[config.mk]
export PLATFORM = sky130hd
export DESIGN_NAME = cam_frontend_flat
export DESIGN_NICKNAME = d
export VERILOG_FILES = /design/src/rtl/cam_pkg.sv /design/src/rtl/cam_frontend_if.sv /design/src/rtl/cam_cmd_fifo.sv /design/src/rtl/cam_frontend.sv /design/src/flat_wrapper.sv
export SDC_FILE = /design/constraint.sdc
export NUM_CORES = 1
export LEC_CHECK = 0
export BUFFER_PORTS_ARGS = -buffer_cell sky130_fd_sc_hd__buf_2
export CAP_MARGIN = 20
export CELL_PAD_IN_SITES_DETAIL_PLACEMENT = 1
export CELL_PAD_IN_SITES_GLOBAL_PLACEMENT = 2
export CORE_UTILIZATION = 35
export CTS_BUF_LIST = sky130_fd_sc_hd__clkbuf_2
export CTS_CLUSTER_SIZE = 14
export DETAILED_ROUTE_END_ITERATION = 16
export PLACE_DENSITY = 0.73
export SLEW_MARGIN = 25
export SYNTH_ARGS = -nofsm -noshare
export SYNTH_HDL_FRONTEND = slang
export SYNTH_SLANG_ARGS = --single-unit
[constraint.sdc]
create_clock -name clk_i -period 2.65 [get_ports clk_i]
set_clock_uncertainty 0.05 [all_clocks]
set_input_delay 0.53 -clock clk_i [delete_from_list [all_inputs] [get_ports clk_i]]
set_output_delay 0.53 -clock clk_i [all_outputs]
set_load 0.02 [all_outputs]
[src/rtl/cam_pkg.sv]
// rtl/cam_pkg.sv - shared types and constants for the CAM command front end
// Purpose: op and FSM state enums plus the queued command record.
// Ports: none (package).
package cam_pkg;

   localparam int WIDTH      = 32;
   localparam int ADDR_WIDTH = 5;
   localparam int DEPTH      = 4;

   typedef enum logic [1:0] {
      OP_NOP    = 2'b00,
      OP_READ   = 2'b01,
      OP_WRITE  = 2'b10,
      OP_SEARCH = 2'b11
   } cam_op_e;

   typedef enum logic [1:0] {
      ST_IDLE  = 2'b00,
      ST_ISSUE = 2'b01,
      ST_WAIT  = 2'b10,
      ST_RESP  = 2'b11
   } cam_fe_state_e;

   typedef struct packed {
      cam_op_e               op;
      logic [ADDR_WIDTH-1:0] index;
      logic [WIDTH-1:0]      data;
   } cam_cmd_t;

endpackage

[src/rtl/cam_frontend_if.sv]
// rtl/cam_frontend_if.sv - command, CAM and response signals of the front end
// Purpose: bundles the command channel, the CAM strobe/result buses and the
//    response channel.
// Modports: master = producer/CAM/consumer side, slave = cam_frontend side.
interface cam_frontend_if
   import cam_pkg::*;
#(
   parameter int WIDTH      = cam_pkg::WIDTH,
   parameter int ADDR_WIDTH = cam_pkg::ADDR_WIDTH
);
   logic                  cmd_valid_i;
   logic                  cmd_ready_o;
   logic [1:0]            cmd_op_i;
   logic [ADDR_WIDTH-1:0] cmd_index_i;
   logic [WIDTH-1:0]      cmd_data_i;
   logic                  read_enable_o;
   logic                  write_enable_o;
   logic                  search_enable_o;
   logic [ADDR_WIDTH-1:0] read_index_o;
   logic [ADDR_WIDTH-1:0] write_index_o;
   logic [WIDTH-1:0]      write_data_o;
   logic [WIDTH-1:0]      search_data_o;
   logic                  read_valid_i;
   logic [WIDTH-1:0]      read_value_i;
   logic                  search_valid_i;
   logic [ADDR_WIDTH-1:0] search_index_i;
   logic                  rsp_valid_o;
   logic                  rsp_ready_i;
   logic [1:0]            rsp_op_o;
   logic                  rsp_hit_o;
   logic [WIDTH-1:0]      rsp_data_o;

   modport master (
      output cmd_valid_i, cmd_op_i, cmd_index_i, cmd_data_i,
      output read_valid_i, read_value_i, search_valid_i, search_index_i, rsp_ready_i,
      input  cmd_ready_o, read_enable_o, write_enable_o, search_enable_o,
      input  read_index_o, write_index_o, write_data_o, search_data_o,
      input  rsp_valid_o, rsp_op_o, rsp_hit_o, rsp_data_o
   );

   modport slave (
      input  cmd_valid_i, cmd_op_i, cmd_index_i, cmd_data_i,
      input  read_valid_i, read_value_i, search_valid_i, search_index_i, rsp_ready_i,
      output cmd_ready_o, read_enable_o, write_enable_o, search_enable_o,
      output read_index_o, write_index_o, write_data_o, search_data_o,
      output rsp_valid_o, rsp_op_o, rsp_hit_o, rsp_data_o
   );
endinterface

[src/rtl/cam_cmd_fifo.sv]
// rtl/cam_cmd_fifo.sv - synchronous command FIFO in front of the CAM issue FSM
// Purpose: DEPTH-entry FIFO of cam_cmd_t with a show-ahead head.
// Ports: clk_i/rst_i; push/push_cmd write side; pop/head read side; full/empty.
module cam_cmd_fifo
   import cam_pkg::*;
#(
   parameter int DEPTH = 4
) (
   input  logic     clk_i,
   input  logic     rst_i,
   input  logic     push,
   input  cam_cmd_t push_cmd,
   input  logic     pop,
   output cam_cmd_t head,
   output logic     full,
   output logic     empty
);
   localparam int PW = $clog2(DEPTH);

   // Extra MSB is the wrap bit: equal pointers = empty, differing only in
   // the wrap bit = full.
   logic [PW:0] wr_ptr;
   logic [PW:0] rd_ptr;
   cam_cmd_t    mem [DEPTH];
   logic        do_push;
   logic        do_pop;

   // A push while full is dropped: the producer ignored cmd_ready.
   assign do_push = push && !full;
   assign do_pop  = pop && !empty;
   assign empty   = (wr_ptr == rd_ptr);
   assign full    = (wr_ptr[PW] != rd_ptr[PW]) && (wr_ptr[PW-1:0] == rd_ptr[PW-1:0]);
   assign head    = mem[rd_ptr[PW-1:0]];

   always_ff @(posedge clk_i or posedge rst_i) begin
      if (rst_i) begin
         wr_ptr <= '0;
         rd_ptr <= '0;
      end else begin
         if (do_push) wr_ptr <= wr_ptr + (PW+1)'(1);
         if (do_pop)  rd_ptr <= rd_ptr + (PW+1)'(1);
      end
   end

   always_ff @(posedge clk_i) begin
      if (do_push) mem[wr_ptr[PW-1:0]] <= push_cmd;
   end
endmodule

[src/rtl/cam_frontend.sv]
// rtl/cam_frontend.sv - in-order CAM command front end with one command in flight
// Purpose: buffers commands, issues them to the CAM one at a time, captures the
//    result the cycle after the strobe and returns an in-order response.
// Ports: clk_i (rising edge), rst_i (async, active high), bus (slave modport:
//    command channel, CAM strobes/results, response channel).
module cam_frontend
   import cam_pkg::*;
#(
   parameter int WIDTH      = cam_pkg::WIDTH,
   parameter int ADDR_WIDTH = cam_pkg::ADDR_WIDTH,
   parameter int DEPTH      = cam_pkg::DEPTH
) (
   input  logic           clk_i,
   input  logic           rst_i,
   cam_frontend_if.slave  bus
);
   cam_fe_state_e    state;
   cam_fe_state_e    state_next;
   cam_cmd_t         enq_cmd;
   cam_cmd_t         head;
   cam_cmd_t         issue;
   logic             full;
   logic             empty;
   logic             pop;
   cam_op_e          rsp_op;
   logic             rsp_hit;
   logic [WIDTH-1:0] rsp_data;

   assign enq_cmd = '{op: cam_op_e'(bus.cmd_op_i), index: bus.cmd_index_i, data: bus.cmd_data_i};

   cam_cmd_fifo #(.DEPTH(DEPTH)) u_fifo (
      .clk_i    (clk_i),
      .rst_i    (rst_i),
      .push     (bus.cmd_valid_i),
      .push_cmd (enq_cmd),
      .pop      (pop),
      .head     (head),
      .full     (full),
      .empty    (empty)
   );

   always_ff @(posedge clk_i or posedge rst_i) begin
      if (rst_i) state <= ST_IDLE;
      else       state <= state_next;
   end

   always_comb begin
      state_next          = state;
      pop                 = 1'b0;
      bus.read_enable_o   = 1'b0;
      bus.write_enable_o  = 1'b0;
      bus.search_enable_o = 1'b0;
      bus.rsp_valid_o     = 1'b0;
      case (state)
         ST_IDLE: begin
            if (!empty) begin
               pop        = 1'b1;
               // NOP never touches the CAM, so it skips straight to RESP.
               state_next = (head.op == OP_NOP) ? ST_RESP : ST_ISSUE;
            end
         end
         ST_ISSUE: begin
            bus.read_enable_o   = (issue.op == OP_READ);
            bus.write_enable_o  = (issue.op == OP_WRITE);
            bus.search_enable_o = (issue.op == OP_SEARCH);
            state_next          = ST_WAIT;
         end
         ST_WAIT: state_next = ST_RESP;
         ST_RESP: begin
            bus.rsp_valid_o = 1'b1;
            if (bus.rsp_ready_i) state_next = ST_IDLE;
         end
         default: state_next = ST_IDLE;
      endcase
   end

   // Response registers only change on a pop or in WAIT, so the payload is
   // frozen for the whole RESP stall.
   always_ff @(posedge clk_i or posedge rst_i) begin
      if (rst_i) begin
         issue    <= '0;
         rsp_op   <= OP_NOP;
         rsp_hit  <= 1'b0;
         rsp_data <= '0;
      end else begin
         if (pop) begin
            issue <= head;
            if (head.op == OP_NOP) begin
               rsp_op   <= OP_NOP;
               rsp_hit  <= 1'b0;
               rsp_data <= '0;
            end
         end
         if (state == ST_WAIT) begin
            rsp_op <= issue.op;
            case (issue.op)
               OP_READ: begin
                  rsp_hit  <= bus.read_valid_i;
                  rsp_data <= bus.read_value_i;
               end
               OP_SEARCH: begin
                  rsp_hit  <= bus.search_valid_i;
                  rsp_data <= {{(WIDTH-ADDR_WIDTH){1'b0}}, bus.search_index_i};
               end
               OP_WRITE: begin
                  rsp_hit  <= 1'b1;
                  rsp_data <= '0;
               end
               default: begin
                  rsp_hit  <= 1'b0;
                  rsp_data <= '0;
               end
            endcase
         end
      end
   end

   assign bus.cmd_ready_o   = !full;
   assign bus.read_index_o  = issue.index;
   assign bus.write_index_o = issue.index;
   assign bus.write_data_o  = issue.data;
   assign bus.search_data_o = issue.data;
   assign bus.rsp_op_o      = rsp_op;
   assign bus.rsp_hit_o     = rsp_hit;
   assign bus.rsp_data_o    = rsp_data;
endmodule
[src/flat_wrapper.sv]
// flat-port wrapper written by rule: the top's interface ports become plain ports
module cam_frontend_flat import cam_pkg::*;
#(
   parameter int WIDTH      = cam_pkg::WIDTH,
   parameter int ADDR_WIDTH = cam_pkg::ADDR_WIDTH,
   parameter int DEPTH      = cam_pkg::DEPTH
)
  (clk_i, rst_i, bus_cmd_valid_i, bus_cmd_op_i, bus_cmd_index_i, bus_cmd_data_i, bus_read_valid_i, bus_read_value_i, bus_search_valid_i, bus_search_index_i, bus_rsp_ready_i, bus_cmd_ready_o, bus_read_enable_o, bus_write_enable_o, bus_search_enable_o, bus_read_index_o, bus_write_index_o, bus_write_data_o, bus_search_data_o, bus_rsp_valid_o, bus_rsp_op_o, bus_rsp_hit_o, bus_rsp_data_o);
  cam_frontend_if #(.WIDTH(WIDTH), .ADDR_WIDTH(ADDR_WIDTH)) bus_i ();
  input  logic clk_i;
  input  logic rst_i;
  input wire logic [$bits(bus_i.cmd_valid_i)-1:0] bus_cmd_valid_i;
  input wire logic [$bits(bus_i.cmd_op_i)-1:0] bus_cmd_op_i;
  input wire logic [$bits(bus_i.cmd_index_i)-1:0] bus_cmd_index_i;
  input wire logic [$bits(bus_i.cmd_data_i)-1:0] bus_cmd_data_i;
  input wire logic [$bits(bus_i.read_valid_i)-1:0] bus_read_valid_i;
  input wire logic [$bits(bus_i.read_value_i)-1:0] bus_read_value_i;
  input wire logic [$bits(bus_i.search_valid_i)-1:0] bus_search_valid_i;
  input wire logic [$bits(bus_i.search_index_i)-1:0] bus_search_index_i;
  input wire logic [$bits(bus_i.rsp_ready_i)-1:0] bus_rsp_ready_i;
  output wire logic [$bits(bus_i.cmd_ready_o)-1:0] bus_cmd_ready_o;
  output wire logic [$bits(bus_i.read_enable_o)-1:0] bus_read_enable_o;
  output wire logic [$bits(bus_i.write_enable_o)-1:0] bus_write_enable_o;
  output wire logic [$bits(bus_i.search_enable_o)-1:0] bus_search_enable_o;
  output wire logic [$bits(bus_i.read_index_o)-1:0] bus_read_index_o;
  output wire logic [$bits(bus_i.write_index_o)-1:0] bus_write_index_o;
  output wire logic [$bits(bus_i.write_data_o)-1:0] bus_write_data_o;
  output wire logic [$bits(bus_i.search_data_o)-1:0] bus_search_data_o;
  output wire logic [$bits(bus_i.rsp_valid_o)-1:0] bus_rsp_valid_o;
  output wire logic [$bits(bus_i.rsp_op_o)-1:0] bus_rsp_op_o;
  output wire logic [$bits(bus_i.rsp_hit_o)-1:0] bus_rsp_hit_o;
  output wire logic [$bits(bus_i.rsp_data_o)-1:0] bus_rsp_data_o;
  assign bus_i.cmd_valid_i = bus_cmd_valid_i;
  assign bus_i.cmd_op_i = bus_cmd_op_i;
  assign bus_i.cmd_index_i = bus_cmd_index_i;
  assign bus_i.cmd_data_i = bus_cmd_data_i;
  assign bus_i.read_valid_i = bus_read_valid_i;
  assign bus_i.read_value_i = bus_read_value_i;
  assign bus_i.search_valid_i = bus_search_valid_i;
  assign bus_i.search_index_i = bus_search_index_i;
  assign bus_i.rsp_ready_i = bus_rsp_ready_i;
  assign bus_cmd_ready_o = bus_i.cmd_ready_o;
  assign bus_read_enable_o = bus_i.read_enable_o;
  assign bus_write_enable_o = bus_i.write_enable_o;
  assign bus_search_enable_o = bus_i.search_enable_o;
  assign bus_read_index_o = bus_i.read_index_o;
  assign bus_write_index_o = bus_i.write_index_o;
  assign bus_write_data_o = bus_i.write_data_o;
  assign bus_search_data_o = bus_i.search_data_o;
  assign bus_rsp_valid_o = bus_i.rsp_valid_o;
  assign bus_rsp_op_o = bus_i.rsp_op_o;
  assign bus_rsp_hit_o = bus_i.rsp_hit_o;
  assign bus_rsp_data_o = bus_i.rsp_data_o;
  cam_frontend #(.WIDTH(WIDTH), .ADDR_WIDTH(ADDR_WIDTH), .DEPTH(DEPTH)) u_core (.clk_i(clk_i), .rst_i(rst_i), .bus(bus_i));
endmodule
==> flow_metrics.tcl, run 1 <==
set metrics [dict create \
    synth.lib_cells_used.distinct 34 \
    detailedRoute.firstIterationViolations 247 \
    synth_flop_cell "sky130_fd_sc_hd__edfxtp_1" \
    clock-sinks 238 \
    synth_seq_cells 238 \
    syn_nets 612 \
    ys_warn_count 0 \
    design.core.area_mm2 0.0269 \
    slew_headroom_pct 54.9 \
    floorplan_row_count 60 \
    worst_ep_required_time_ns 2.07 \
    grt_first_pass_wirelength_um 33300 \
    finalSetupTns_ns 0 \
    finalSetupViolations 0 \
    dp_hpwl_um 12400 \
    timing.final.crit_period_ns 2.49 \
    final-hold-violation-count 0 \
    p_int_mw 8.65 \
    crit_path_max_fo 6 \
    routabilityCongestion 0.768 \
    p_sw_mw 5.44 \
    fp.dieH_um 167 \
    post_cts_buffers 0 \
    finish.net_count 861 \
    gr-usage-all-layers_pct 15.3 \
    avgRoutedWirePerCell_um 18.4 \
    peak_supply_drop_mv 0.720 \
    drt-total-wl_um 21300 \
    h-tree-depth 2 \
    worstHoldStart "bus_read_valid_i" \
    rr_startpoint "u_core.u_fifo.rd_ptr[1]" \
    layout-drive-gt1-share_pct 47.9 \
    setup_crit_end_kind "primary output" \
    cts_max_path_buffers 3 \
    initial_utilization_pct 35.5 \
    synth_async_sr_flop_share_pct 34.5 \
    clock_tree_from_tritoncts "built" \
    synth_enable_flop_cells 156 \
    rsz0062_at_grt "no" \
    die_area_mm2 0.0279 \
    detail_route.first_pass.iterations 4 \
    root_buf_cell "sky130_fd_sc_hd__clkbuf_2" \
    dr_total_vias 5427 \
    seq_area_frac_synth_pct 70.5 \
    worstSkewPairLatency_ns 0.84 \
    placedCellCount 968 \
    clock_power_share_pct 17.6 \
    achievable-frequency_mhz 402 \
    netSwitchingFraction_pct 38.6 \
    arrival_ns 1.91 \
    final_core_utilization_pct 43.8 \
    syn-instance-count 521 \
    place_worst_setup_slack_ns 0.188 \
    pd_cells_mw_per_mm2 1200 \
    outcome "completed" \
    finalWorstSetupSlack_ns 0.163 \
    min-delay-path-class "in2reg" \
    post-route-drc-count 0 \
    max-cap-violations 0 \
    timing.setup.critical_path_class "reg2out" \
    detail_route.vias_per_cell 4.68 \
    drv_slew 0 \
    critPathLaunchType "flop" \
    clk_pin_slew_worst_paths_ns 0.11 \
    power.combinational.fraction_pct 40.7 \
    gr_overflow_total 0 \
    largest_net_degree_at_the_start_of_global_routing 69 \
    antenna_violating_nets_post_route 0 \
    worst_hold_slack_ns 0.146 \
    via_count_of_the_first_global_routing_pass 6141 \
    finish.cell_count_without_fillers 1159 \
    flow.area_growth_from_synthesis_pct 23.2 \
    cts-buffers-inserted 60 \
    boundaryPins 196 \
    seq_power_share_pct 41.8 \
    worstSetupStartpoint "u_core.u_fifo.wr_ptr[1]" \
    die_w_um 167 \
    power.leakage_nw 4.84 \
    grt_antenna_before_repair 1 \
    finalCritPeriodShare_pct 93.8 \
    postSynthAreaPerCell_um2 18.3 \
    worst_pin_slew_ns 0.677 \
    syn_area_mm2 0.00955 \
    placement.io_buffers 195 \
]
==> sequential cells by signal, summed over array words and instances, names as in the netlist <==
register	cells
u_core.issue	2
u_core.bus.read_index_o	5
u_core.bus.rsp_op_o	2
u_core.bus.rsp_data_o	32
u_core.u_fifo.wr_ptr	3
u_core.u_fifo.rd_ptr	3
u_core.state	2
u_core.bus.rsp_hit_o	1
u_core.u_fifo.mem	156
u_core.bus.search_data_o	32
==> metrics by stage <==
stage	instance area (µm²)	power (mW)
final	11800	14.1
after global routing	11800	15.0
after CTS	11700	14.3
after detailed placement	10400	11.6
after global placement	10300	11.3
after floorplan	9550	10.5
==> synth_stat cells (3+ instances only) <==
cell | instances | area (µm²)
sky130_fd_sc_hd__edfxtp_1 | 156 | 4680
sky130_fd_sc_hd__dfrtp_1 | 82 | 2050
sky130_fd_sc_hd__buf_4 | 75 | 563
sky130_fd_sc_hd__mux2_2 | 39 | 439
sky130_fd_sc_hd__mux4_2 | 39 | 878
sky130_fd_sc_hd__a22o_1 | 27 | 236
sky130_fd_sc_hd__nand2_1 | 12 | 45.0
sky130_fd_sc_hd__o21ai_1 | 11 | 55.1
sky130_fd_sc_hd__buf_2 | 9 | 45.0
sky130_fd_sc_hd__ha_1 | 9 | 113
sky130_fd_sc_hd__buf_6 | 6 | 67.6
sky130_fd_sc_hd__inv_1 | 6 | 22.5
sky130_fd_sc_hd__and3_1 | 5 | 31.3
sky130_fd_sc_hd__mux2i_1 | 5 | 50.1
sky130_fd_sc_hd__o22ai_1 | 5 | 31.3
sky130_fd_sc_hd__xnor2_1 | 5 | 43.8
sky130_fd_sc_hd__xor2_1 | 5 | 43.8
sky130_fd_sc_hd__clkbuf_1 | 4 | 15.0
sky130_fd_sc_hd__nor2_1 | 4 | 15.0
sky130_fd_sc_hd__buf_1 | 3 | 11.3
==> layout make-up <==
| class | count | area (µm²) |
|---|---|---|
| multi-input combinational | 181 | 2150 |
| sequential | 238 | 6740 |
| clock buffer | 90 | 450 |
| fill | 2710 | 15100 |
| inverter | 6 | 26.3 |
| timing repair buffer | 283 | 1860 |
| clock inverter | 19 | 106 |
| tap | 341 | 427 |
| antenna | 1 | 2.50 |
==> metal layers <==
metal | wire (µm) | track usage (%) | up-vias
li1 | - | - | 2453
met1 | 8950 | 18.3 | 2738
met2 | 10800 | 27.1 | 205
met3 | 1300 | 3.90 | 31
met4 | 337 | 4.91 | 0
met5 | 0 | 0 | -
==> path summary, 6_finish.rpt <==
check                                               endpoint  slack, ns  cells after the start
worst max-delay path                         bus_cmd_ready_o       0.16                      3
worst min-delay path                    u_core.bus.rsp_hit_o       0.15                      5
worst max register to register  u_core.bus.search_data_o[14]       0.19                      5
worst min register to register     u_core.bus.rsp_data_o[30]       0.45                      1
max in group asynchronous            u_core.u_fifo.rd_ptr[0]       1.61                      4
min in group asynchronous       u_core.bus.search_data_o[28]       0.18                      3
==> power by group through the flow <==
stage / clock (mW) / sequential (mW) / combinational, mW
3_5_place_dp: 0 / 5.96 / 5.62
2_1_floorplan: 0 / 6.06 / 4.47
6_report: 2.47 / 5.88 / 5.73
5_1_grt: 2.75 / 6.02 / 6.19
3_3_place_gp: 0 / 5.89 / 5.46
4_1_cts: 2.60 / 5.89 / 5.78
==> cell usage in the layout (no fill, tap or decap), types with 2 or more instances in the layout <==
master,synthesis,final
sky130_fd_sc_hd__and3_4,0,4
sky130_fd_sc_hd__nor2_1,4,4
sky130_fd_sc_hd__o21ai_1,11,11
sky130_fd_sc_hd__ha_1,9,9
sky130_fd_sc_hd__inv_1,6,5
sky130_fd_sc_hd__mux2_2,39,39
sky130_fd_sc_hd__clkbuf_2,0,90
sky130_fd_sc_hd__o22ai_1,5,5
sky130_fd_sc_hd__dfrtp_1,82,79
sky130_fd_sc_hd__buf_4,75,6
sky130_fd_sc_hd__a22o_1,27,27
sky130_fd_sc_hd__clkinvlp_4,0,2
sky130_fd_sc_hd__mux2i_1,5,5
sky130_fd_sc_hd__buf_2,9,195
sky130_fd_sc_hd__xor2_1,5,4
sky130_fd_sc_hd__xnor2_1,5,3
sky130_fd_sc_hd__xnor2_2,0,2
sky130_fd_sc_hd__dfrtp_2,0,2
sky130_fd_sc_hd__mux4_2,39,39
sky130_fd_sc_hd__nand2_1,12,12
sky130_fd_sc_hd__dlygate4sd3_1,0,80
sky130_fd_sc_hd__clkinv_1,0,15
sky130_fd_sc_hd__edfxtp_1,156,156
sky130_fd_sc_hd__buf_12,0,2
==> kinds of logic (layout without fill, tap and decap cells) <==
| kind of cell | count (synthesis) | after routing | share of synthesized area (%) |
|---|---|---|---|
| and+or+nand+nor | 27 | 27 | 1.32 |
| xor gates and xnor gates | 10 | 10 | 0.917 |
| DFF | 238 | 238 | 70.5 |
| buffers and inverters | 103 | 398 | 7.59 |
| adders and majority gates | 9 | 9 | 1.18 |
| muxes | 83 | 83 | 14.3 |
| other | 0 | 1 | 0 |
| AOI/OAI and AO/OA | 51 | 52 | 4.13 |
==> what timing repair did <==
item	in CTS	in global routing
endpoints found under the setup margin	1	10
pin swaps	0	1
hold endpoints to repair	247	0
hold buffers	80	0
resized for setup	3	2
gates cloned	0	1
==> critical path: stages, from the launching register on <==
cell and delay, ns:
sky130_fd_sc_hd__dfrtp_1 0.49, sky130_fd_sc_hd__xnor2_2 0.23, sky130_fd_sc_hd__nand3_2 0.15, sky130_fd_sc_hd__buf_2 0.20
Note: power is estimated with default switching activity, not from simulation.
==> run 2: changes to the inputs <==
- SYNTH_HIERARCHICAL: unset -> 1
==> flow_metrics.tcl, run 2 <==
set metrics [dict create \
    floorplan_row_count 60 \
    timing.reg2reg.worst_path_depth 5 \
    post-route-drc-count 0 \
    achievable-frequency_mhz 391 \
    detail_route.first_pass.iterations 4 \
    p_int_mw 8.64 \
    drt-total-wl_um 22400 \
    setup_crit_end_kind "flop" \
    reg2reg_to "u_core/bus.rsp_data_o[28]" \
    crit_path_max_fo 18 \
    worstSkewPairLatency_ns 0.83 \
    clock_tree_from_tritoncts "built" \
    worst_ep_required_time_ns 3.29 \
    outcome "completed" \
    worst_hold_slack_ns 0.292 \
    flow.area_growth_from_synthesis_pct 24.3 \
    die_w_um 169 \
    clock-sinks 238 \
    initial_utilization_pct 35.9 \
    largest_register_ffs 156 \
    detail_route.vias_per_cell 4.66 \
    via_count_of_the_first_global_routing_pass 6120 \
    post-layout-total-power_mw 14.0 \
    h-tree-depth 2 \
    synth_commonest_cells "sky130_fd_sc_hd__edfxtp_1, sky130_fd_sc_hd__dfrtp_1, sky130_fd_sc_hd__buf_4" \
    netSwitchingFraction_pct 38.4 \
    cts-buffers-inserted 60 \
    avgRoutedWirePerCell_um 18.6 \
    placement.io_buffers 195 \
    rr_startpoint "u_core/u_fifo/rd_ptr[0]" \
    finalSetupViolations 0 \
    routabilityCongestion 0.702 \
    placedCellCount 1005 \
    power.leakage_nw 4.99 \
    clk_pin_slew_worst_paths_ns 0.12 \
    seq_power_share_pct 40.7 \
    slew_headroom_pct 55.6 \
    peak_supply_drop_mv 0.578 \
    area_share_of_the_largest_cell_type_after_synthesis_pct 48.1 \
    syn_area_mm2 0.00973 \
    seq_area_frac_synth_pct 69.2 \
    grt_antenna_before_repair 1 \
    most_repeated_cell_in_the_gate_level_netlist_after_synthesis "sky130_fd_sc_hd__edfxtp_1" \
    syn_nets 614 \
    detailedRoute.firstIterationViolations 251 \
    finalWorstSetupSlack_ns 0.0904 \
    die_area_mm2 0.0285 \
    placedInstanceArea_mm2 0.0106 \
    clock_power_share_pct 16.8 \
    finish.cell_count_without_fillers 1208 \
    gr_overflow_total 0 \
    gr-usage-all-layers_pct 15.8 \
    netlist.top_cell.by_area "sky130_fd_sc_hd__edfxtp_1" \
    power.combinational.fraction_pct 42.5 \
    arrival_ns 3.20 \
    p_sw_mw 5.39 \
    mostFrequentLayoutCells "sky130_fd_sc_hd__buf_2, sky130_fd_sc_hd__edfxtp_1, sky130_fd_sc_hd__clkbuf_2" \
    pd_cells_mw_per_mm2 1160 \
    antenna_violating_nets_post_route 0 \
    critPathLaunchType "flop" \
    biggest_area_contributors_in_the_synthesized_netlist "sky130_fd_sc_hd__edfxtp_1, sky130_fd_sc_hd__dfrtp_1, sky130_fd_sc_hd__mux4_2" \
    final-hold-violation-count 0 \
    leading_cell_type_in_the_layout_fill_and_taps_excluded "sky130_fd_sc_hd__buf_2" \
    syn-instance-count 522 \
    fp.dieH_um 169 \
    dr_total_vias 5624 \
    largest_net_degree_at_the_start_of_global_routing 48 \
    drv_slew 0 \
    min-delay-path-class "in2async" \
    timing.setup.critical_path_class "reg2reg" \
    layout-drive-gt1-share_pct 49.5 \
    timing.reg2reg.setup_slack_ns 0.09 \
    timing.final.crit_period_ns 2.56 \
    design.core.area_mm2 0.0271 \
    synth_enable_flop_cells 156 \
    finish.net_count 879 \
    synth_flop_cell "sky130_fd_sc_hd__edfxtp_1" \
    finalInstanceArea_mm2 0.0121 \
    grt_first_pass_wirelength_um 34300 \
    dp_hpwl_um 13000 \
    place_worst_setup_slack_ns 0.228 \
    worst_pin_slew_ns 0.665 \
    root_buf_cell "sky130_fd_sc_hd__clkbuf_2" \
    max-cap-violations 0 \
    ys_warn_count 6 \
    cts_max_path_buffers 3 \
    synth_async_sr_flop_share_pct 34.5 \
    finalCritPeriodShare_pct 96.6 \
    postSynthAreaPerCell_um2 18.6 \
    final.fill_count 2757 \
    boundaryPins 196 \
    synth.lib_cells_used.distinct 36 \
    synth_seq_cells 238 \
]
-- run 2: final cells by class --
type,instances,area [µm²],share of cell area (%)
sequential,238,6750,55.8
multi-input combinational,180,2290,18.9
timing repair buffer,297,2020,16.7
tap,372,465,3.85
clock buffer,89,445,3.68
clock inverter,21,86.3,0.714
inverter,10,38.8,0.321
antenna,1,2.50,0.0207
-- run 2: kinds of logic (layout without fill, tap and decap cells) --
| family | after synthesis | in the layout | synth area share, % |
|---|---|---|---|
| AOI/OAI and AO/OA | 50 | 51 | 4.45 |
| other | 0 | 1 | 0 |
| DFF | 238 | 238 | 69.2 |
| and+or+nand+nor | 23 | 23 | 1.53 |
| adders and majority gates | 10 | 10 | 1.29 |
| buffers and inverters | 105 | 417 | 7.99 |
| xor gates and xnor gates | 9 | 9 | 1.04 |
| muxes | 87 | 87 | 14.5 |
-- run 2: worst max-delay path by stage --
stage / start / to / cells after the start
final: u_core/u_fifo/rd_ptr[0] / u_core/bus.rsp_data_o[28] / 5
after global routing: u_core/u_fifo/rd_ptr[0] / u_core/bus.rsp_data_o[18] / 5
after CTS: u_core/state[1] / bus_write_enable_o / 5
after detailed placement: u_core/u_fifo/wr_ptr[0] / u_core/bus.rsp_data_o[26] / 5
after global placement: u_core/u_fifo/rd_ptr[0] / u_core/bus.rsp_data_o[26] / 5
after floorplan: rst_i / u_core/bus.read_index_o[0] / 1
-- run 2: layer usage --
metal / track usage [%] / part of all wire [%] / vias up
met5: 0 / 0 / -
met4: 5.49 / 2.2 / 0
met3: 3.86 / 6.7 / 42
met2: 26.1 / 49 / 233
met1: 20.2 / 43 / 2850
li1: - / - / 2499
-- run 2: through the flow --
stage	utilization (%)	setup TNS [ns]
2_1_floorplan	-	0
5_1_grt	44.6	-0.0944
3_3_place_gp	39.0	0
6_report	44.6	0
3_5_place_dp	39.0	0
4_1_cts	44.5	0
-- run 2: power by group through the flow --
stage	sequential (mW)	combinational, mW	clock, mW
after floorplan	5.79	4.64	0
after global placement	5.69	5.40	0
after detailed placement	5.78	5.47	0
after CTS	5.73	5.94	2.48
after global routing	5.85	6.38	2.64
final	5.72	5.96	2.35
-- run 2: critical path, cell delays in order, from the launching register on --
cell                      delay (ns)
sky130_fd_sc_hd__dfrtp_4        0.48
sky130_fd_sc_hd__buf_4          0.26
sky130_fd_sc_hd__mux4_2         0.54
sky130_fd_sc_hd__nor2_1         0.48
sky130_fd_sc_hd__a21oi_4        0.29
sky130_fd_sc_hd__a22o_1         0.32
-- run 2: what timing repair did --
action                                 CTS  global route
setup endpoints to repair                1            39
gates resized for setup                 10             5
gates cloned                             2             1
pin swaps                                1             4
hold buffers                            82             0
endpoints found under the hold margin  228             0
buffers inserted                         5             3
==> run 3: changes to the inputs <==
- REMOVE_ABC_BUFFERS: unset -> 1
- clock period: 2.65 -> 2.3 ns (I/O delays scaled with it)
==> flow_metrics.tcl, run 3 (synthesized netlist as in run 2, its figures left out) <==
set metrics [dict create \
    crit_path_frequent_cell "sky130_fd_sc_hd__inv_2" \
    design.core.area_mm2 0.0271 \
    path_delay_family "flip-flops" \
    final-hold-violation-count 0 \
    met2RoutedLength_um 12000 \
    grt_antenna_before_repair 1 \
    layout-drive-gt1-share_pct 51.4 \
    largest_net_degree_at_the_start_of_global_routing 36 \
    post-layout-total-power_mw 17.1 \
    placedCellCount 1017 \
    cts_max_path_buffers 3 \
    drv_slew 0 \
    boundaryPins 196 \
    arrival_ns 1.94 \
    cts-buffers-inserted 59 \
    finalCritPeriodShare_pct 107 \
    max_used_layer "met4" \
    clock_power_share_pct 16.4 \
    timing.reg2reg.worst_path_depth 9 \
    reg2reg_to "u_core/bus.search_data_o[20]" \
    p_sw_mw 6.42 \
    leading_cell_type_in_the_layout_fill_and_taps_excluded "sky130_fd_sc_hd__buf_2" \
    rsz0062_at_grt "yes" \
    place_worst_setup_slack_ns -0.0469 \
    timing.critical_path.buf_inv 4 \
    critPathLaunchType "flop" \
    post-route-drc-count 0 \
    fp.dieH_um 169 \
    worst_ep_required_time_ns 1.79 \
    final.fill_count 2710 \
    initial_utilization_pct 35.9 \
    die_w_um 169 \
    cpPeakStageDelay_ns 0.45 \
    crit_path_max_fo 2 \
    finish.cell_count_without_fillers 1236 \
    setup_crit_end_kind "primary output" \
    seq_power_share_pct 38.4 \
    via_count_of_the_first_global_routing_pass 6328 \
    gr-usage-all-layers_pct 16.5 \
    cp_cell_sequence "buf_12 -> xnor2_4 -> nand3_4 -> inv_2 -> inv_2 -> buf_6" \
    finalSetupViolations 10 \
    dp_hpwl_um 14000 \
    netSwitchingFraction_pct 37.6 \
    routabilityCongestion 0.775 \
    largest_register_ffs 156 \
    clock-sinks 238 \
    p_int_mw 10.7 \
    detailedRoute.firstIterationViolations 234 \
    placement.io_buffers 195 \
    timing.reg2reg.setup_slack_ns -0.02 \
    routed_met1_length_um 9320 \
    mostFrequentLayoutCells "sky130_fd_sc_hd__buf_2, sky130_fd_sc_hd__edfxtp_1, sky130_fd_sc_hd__clkbuf_2" \
    timing.setup.critical_path_class "reg2out" \
    root_buf_cell "sky130_fd_sc_hd__clkbuf_2" \
    worst_hold_slack_ns 0.161 \
    detail_route.first_pass.iterations 4 \
    outcome "complete, but fails checks" \
    drt-total-wl_um 23100 \
    achievable-frequency_mhz 408 \
    avgRoutedWirePerCell_um 18.7 \
    h-tree-depth 2 \
    worstSkewPairLatency_ns 0.84 \
    gr_overflow_total 0 \
    worst_pin_slew_ns 0.523 \
    grt_first_pass_wirelength_um 35700 \
    slowest_stage "sky130_fd_sc_hd__dfrtp_2" \
    slew_headroom_pct 65.2 \
    flow.area_growth_from_synthesis_pct 28.8 \
    min-delay-path-class "in2async" \
    finish.net_count 906 \
    clock_tree_from_tritoncts "built" \
    detail_route.vias_per_cell 4.60 \
    rr_startpoint "u_core/u_fifo/rd_ptr[1]" \
    power.combinational.fraction_pct 45.2 \
    max-cap-violations 0 \
    dr_total_vias 5681 \
    finalWorstSetupSlack_ns -0.151 \
    violations "setup timing" \
    clk_pin_slew_worst_paths_ns 0.12 \
    die_area_mm2 0.0285 \
    antenna_violating_nets_post_route 0 \
    peak_supply_drop_mv 0.623 \
    timing.final.crit_period_ns 2.45 \
    floorplan_row_count 60 \
    pd_cells_mw_per_mm2 1360 \
    met3_length_um 1510 \
    power.leakage_nw 5.18 \
]
run 3: cell count changes in the layout (fill, tap and decap cells not counted), sizes merged:
cell      before  now
clkinvlp       1    0
bufinv         0    1
inv            9   10
clkbuf        89   88
clkinv        21   22
buf          213  240
run 3: worst register-to-register path: stages (launching register included):
cell and delay (ns):
sky130_fd_sc_hd__dfrtp_2 0.45, sky130_fd_sc_hd__buf_4 0.15, sky130_fd_sc_hd__buf_4 0.14, sky130_fd_sc_hd__xor2_1 0.27, sky130_fd_sc_hd__nor3_1 0.10, sky130_fd_sc_hd__buf_4 0.16, sky130_fd_sc_hd__nor2b_4 0.17, sky130_fd_sc_hd__buf_12 0.16
sky130_fd_sc_hd__buf_12 0.15, sky130_fd_sc_hd__mux2_2 0.35
run 3: worst max-delay path by stage:
| stage | startpoint | endpoint | slack [ns] | cells after the start |
|---|---|---|---|---|
| floorplan | u_core/u_fifo/rd_ptr[0] | u_core/u_fifo/mem[3][0] | -1.58 | 2 |
| global placement | u_core/u_fifo/rd_ptr[0] | u_core/bus.rsp_data_o[14] | -0.005 | 6 |
| detailed placement | u_core/u_fifo/rd_ptr[0] | u_core/bus.rsp_data_o[29] | -0.05 | 6 |
| CTS | u_core/u_fifo/wr_ptr[0] | bus_cmd_ready_o | -0.24 | 6 |
| global route | u_core/u_fifo/wr_ptr[2] | bus_cmd_ready_o | -0.31 | 6 |
| finish | u_core/u_fifo/rd_ptr[1] | bus_cmd_ready_o | -0.15 | 6 |
run 3: power groups by stage:
stage	combinational, mW	sequential [mW]	clock, mW
CTS	7.46	6.56	2.95
floorplan	2.94	7.82	0
global placement	6.42	6.57	0
global route	8.26	6.69	3.14
detailed placement	6.58	6.66	0
finish	7.71	6.56	2.81
run 3: final cells by class:
cell class              instances  area, µm²  share of cell area [%]
flip-flops and latches        238       6750                    53.9
repair buffers                325       2410                    19.2
multi-input cells             180       2310                    18.4
well taps                     372        465                    3.72
clock buffers                  87        435                    3.48
clock inverters                23        119                   0.949
inverters                      10       38.8                   0.310
diodes                          1       2.50                  0.0200
run 3: what timing repair did:
action	CTS	global route
pin swaps	6	7
hold endpoints to repair	272	0
setup buffers	16	6
gates cloned	3	1
resized for setup	33	3
endpoints found under the setup margin	39	82
hold buffers	82	0
run 3: stage by stage:
stage          instance area, µm²  setup TNS [ns]  util [%]
4_1_cts                     12400          -0.850      45.8
5_1_grt                     12500           -3.56      46.2
3_5_place_dp                10700           -1.09      39.5
6_report                    12500          -0.246      46.2
3_3_place_gp                10700         -0.0608      39.5
2_1_floorplan                8990         -347.15         -
run 3: metal layers:
metal	track usage, %	vias to the layer above
met5	0	-
met4	5.57	0
met3	3.90	27
met2	29.3	216
met1	19.7	2881
li1	-	2557
